## src/rtl/instruction_fetch_unit.sv

```systemverilog
// Fetch stage of the multi-cycle MIPS core: owns PC and instruction register.
// Define RETIRE_COUNT_EN to build the retired-instruction counter.
module instruction_fetch_unit #(
    parameter int                  PC_WIDTH    = 32,
    parameter int                  INSTR_WIDTH = 32,
    parameter logic [PC_WIDTH-1:0] RESET_PC    = '0
) (
    input  logic                   clk,
    input  logic                   rst_n,
    output logic                   imem_req,
    output logic [PC_WIDTH-1:0]    imem_addr,
    input  logic [INSTR_WIDTH-1:0] imem_rdata,
    input  logic                   imem_ack,
    input  logic [1:0]             PC_in_mux,
    input  logic                   branch,
    input  logic                   alu_zero,
    input  logic [PC_WIDTH-1:0]    reg_target,
    input  logic                   stall,
    output logic [INSTR_WIDTH-1:0] instr,
    output logic [5:0]             opcode,
    output logic                   instr_valid,
    output logic [PC_WIDTH-1:0]    pc,
    output logic [PC_WIDTH-1:0]    pc_plus_one,
    output logic [31:0]            retire_count
);

    typedef enum logic [1:0] {
        IDLE,
        FETCH,
        EXEC
    } state_t;

    state_t              state;
    logic [PC_WIDTH-1:0] next_pc;
    logic [PC_WIDTH-1:0] br_off;
    logic                retire;

    assign imem_addr   = pc;
    assign pc_plus_one = pc + 1'b1;
    assign opcode      = instr[INSTR_WIDTH-1 -: 6];
    assign br_off      = {{(PC_WIDTH-16){instr[15]}}, instr[15:0]};
    assign retire      = (state == EXEC) && !stall;

    // branch/alu_zero are only looked at on the sequential path
    always_comb begin
        next_pc = pc_plus_one;
        case (PC_in_mux)
            2'd0: begin
                if (branch && !alu_zero)
                    next_pc = pc_plus_one + br_off;
            end
            2'd1: next_pc = {pc_plus_one[PC_WIDTH-1:26], instr[25:0]};
            2'd2: next_pc = reg_target;
            default: next_pc = pc_plus_one;
        endcase
    end

    always_ff @(posedge clk or negedge rst_n) begin
        if (!rst_n) begin
            state       <= IDLE;
            pc          <= RESET_PC;
            instr       <= '0;
            imem_req    <= 1'b0;
            instr_valid <= 1'b0;
        end else begin
            case (state)
                IDLE: begin
                    state    <= FETCH;
                    imem_req <= 1'b1;
                end
                FETCH: begin
                    if (imem_ack) begin
                        instr       <= imem_rdata;
                        state       <= EXEC;
                        imem_req    <= 1'b0;
                        instr_valid <= 1'b1;
                    end
                end
                EXEC: begin
                    if (!stall) begin
                        pc          <= next_pc;
                        state       <= FETCH;
                        imem_req    <= 1'b1;
                        instr_valid <= 1'b0;
                    end
                end
                default: begin
                    state       <= IDLE;
                    imem_req    <= 1'b0;
                    instr_valid <= 1'b0;
                end
            endcase
        end
    end

`ifdef RETIRE_COUNT_EN
    logic [31:0] retire_q;

    always_ff @(posedge clk or negedge rst_n) begin
        if (!rst_n)
            retire_q <= '0;
        else if (retire)
            retire_q <= retire_q + 32'd1;
    end

    assign retire_count = retire_q;
`else
    logic unused_retire;

    assign unused_retire = retire;
    assign retire_count  = '0;
`endif

endmodule

```

## config.mk

```make
export PLATFORM = sky130hd
export DESIGN_NAME = instruction_fetch_unit
export DESIGN_NICKNAME = d
export VERILOG_FILES = /design/src/rtl/instruction_fetch_unit.sv
export SDC_FILE = /design/constraint.sdc
export NUM_CORES = 1
export LEC_CHECK = 0
export ABC_CLOCK_PERIOD_IN_PS = 5400
export CAP_MARGIN = 25
export CORE_MARGIN = 2
export CORE_UTILIZATION = 40
export CTS_CLUSTER_DIAMETER = 120
export DETAILED_ROUTE_END_ITERATION = 7
export HOLD_SLACK_MARGIN = 0.05
export PLACE_DENSITY = 0.77
export SETUP_SLACK_MARGIN = 0.05
export SLEW_MARGIN = 40
export SYNTH_ARGS = -nofsm -noshare
export SYNTH_HDL_FRONTEND = slang
export SYNTH_SLANG_ARGS = --single-unit
export TNS_END_PERCENT = 1
```

## constraint.sdc

```tcl
create_clock -name clk -period 5.4 [get_ports clk]
set_input_delay 0.54 -clock clk [delete_from_list [all_inputs] [get_ports clk]]
set_output_delay 0.54 -clock clk [all_outputs]
set_load 0.1 [all_outputs]
```

==> flow_summary.toml <==
[status]
status = "complete, no violations"

[global_route]
grt_pass1_wl_um = 35400
antenna_found_initial = 0
track_usage_pct = 25.4
grt_start_max_net_pins = 68
first_global_vias = 6324
grt.overflow.total = 0

[placement]
io_buffers = 207
gp_congestion = 0.934
dpl.hpwl_um = 17200

[route]
wl_met1_um = 9870
route.met3.wl_um = 1890
wl_um = 22800
ant_nets = 0
wl_per_cell_um = 19.5
via_count = 6702
vias_per_cell = 5.73
drc = 0
first_pass_iters = 5
routed.top_layer = "met4"
drt_iter0_drc = 535
wl_met2_um = 10400

[clock_network]
cts.path.max_buffers = 2
htreeDepth = 3
ctsResizeCount = 0
cts_hold_buf = 0
cts_setup_buffers = 0
path_clk_slew_ns = 0.06
cts_root_buf = "clkbuf_16"
numCtsBuffers = 9
clock_latency_ns = 0.35
clkSinkCount = 67
cts_tree = "built"

[synthesis]
yosysTopAreaCell = "dfrtp_1"
syn_area_mm2 = 0.00660
synth_edf_count = 0
synth.avg_cell_area_um2 = 8.23
synth_most_common_cell = "a21oi_1"
ys_warn_count = 0
yosysSeqAreaShare_pct = 25.4
synth_ff_type = "dfrtp_1"
synth_area_leaders = "dfrtp_1 25%, buf_4 8.1%, ha_1 7.2%"
yosys_register_bits = 67
netlist_instances = 801
synth.top_cell.area_share_pct = 25.4
ys_types = 78
synth_commonest_cells = "73 x a21oi_1, 71 x buf_4, 67 x dfrtp_1"
synth-async-reset-ratio_pct = 100

[timing]
maxSlewViolCount = 0
worst_slew_pin_slew_ns = 0.881
finalHoldViolCount = 0
finalCriticalPeriod_ns = 4.42
relSlewSlack_pct = 41.1
final.setup.tns_ns = 0
max_clock_freq_mhz = 226
clock_skew_ns = 0.00525
fin_crit_sh_pct = 81.8
setup_viol = 0
rsz0062_at_grt = "no"

[critical_path]
cp.arrival_ns = 4.63
max_stage_delay_ns = 0.70
crit_slowest_cell = "or4b_2"
crit_family = "simple AND/OR/NAND/NOR gates"
worst-path-buf-inv = 0
crit_chain = "ha_1 > nand2_1 > or2_4 > nor2_4 > and4_1 > nand3_1 > xnor2_2 > ha_1 > nand3_1 > or4b_2 > a21oi_1 > mux2i_1 > a2111oi_0 > nor3_1"
critical_path.max_fanout = 8
cp-end-kind = "flip-flop"
crit_required_ns = 5.62
worstSetupPathType = "flip-flop to flip-flop"
cp-start-kind = "flip-flop"

[floorplan]
ios = 240
initial_utilization_pct = 41.2
fp.dieH_um = 132
floorplan.rows = 46
die_w_um = 132
core_mm2 = 0.0160
dieArea_mm2 = 0.0175

[flow_run]
cap_violations = 0

[cells_and_area]
antenna_cells = 0
nets = 1059
nFillCells = 1559
area_growth_pct = 24.7
drive_gt1_share_pct = 25.0

[hold_path]
hp-class = "input pin to async pin"
sequential cells by signal (all words and copies together), names as in the netlist:
register	flops
imem_addr	32
instr	32
state	2
instr_valid	1
worst register-to-register path: cells and delay by family, from the launching register on:
kind / cells / cell delay, ns
compound gates: 2 / 0.62
xor+xnor: 1 / 0.20
fa+ha+maj: 2 / 0.68
flops: 1 / 0.45
mux: 1 / 0.10
simple gates: 8 / 2.24
cells in the final DEF (no fill, tap or decap), types with 32 or more instances in the layout:
cell,count
nand2_1,63
buf_2,137
dfrtp_1,66
nor2_1,61
a21oi_1,73
o21ai_0,49
conb_1,32
mux2_2,32
clkdlybuf4s50_1,68
ha_1,38
kinds of logic after synthesis:
group	after synthesis	synth area share (%)
xor gates and xnor gates	52	7.02
DFF	67	25.4
other	1	0.0569
buffers and inverters	125	11.2
and+or+nand+nor	225	17.3
muxes	39	6.53
adders and majority gates	39	7.51
AOI/OAI and AO/OA	253	24.9
path summary, 6_finish.rpt:
path                            slack, ns  cells after the start       endpoint          from
worst max register to register       0.98                     14  imem_addr[29]  imem_addr[0]
max in group asynchronous            4.72                      1      instr[15]         rst_n
min in group clk                     0.53                      1      instr[26]     instr[26]
worst max-delay path                 0.98                     14  imem_addr[29]  imem_addr[0]
worst min register to register       0.53                      1      instr[26]     instr[26]
worst min-delay path                 0.21                      1       instr[8]         rst_n
layer usage:
metal / vias to the layer above / global-route usage [%]
li1: 3121 / -
met1: 3189 / 35.2
met5: - / 0
met3: 35 / 4.77
met4: 0 / 9.14
met2: 357 / 39.3
stage by stage:
step                      hold WS, ns  cell area (um2)  setup WS [ns]  util, %  cells
final                           0.209             8220          0.983     51.4   1169
after global routing            0.257             8220          0.748     51.4   1169
after CTS                       0.221             8220           1.06     51.4   1169
after detailed placement        0.516             7890           1.09     49.3   1153
after global placement          0.518             8560           1.14     53.5   1153
after floorplan                 0.244             6850        0.00465        -    832
final cells by class:
type                            instances  area, um2  area share, %
Multi-Input combinational cell        640       4450           54.1
Sequential cell                        67       1680           20.4
Timing Repair Buffer                  214       1440           17.5
Tap cell                              216        270           3.29
Clock buffer                           10        239           2.91
Clock inverter                          6       88.8           1.08
Inverter                               16       60.1          0.730
Power is not shown: default switching activity piles up to over one toggle a cycle in this logic, so the estimate is an artifact.
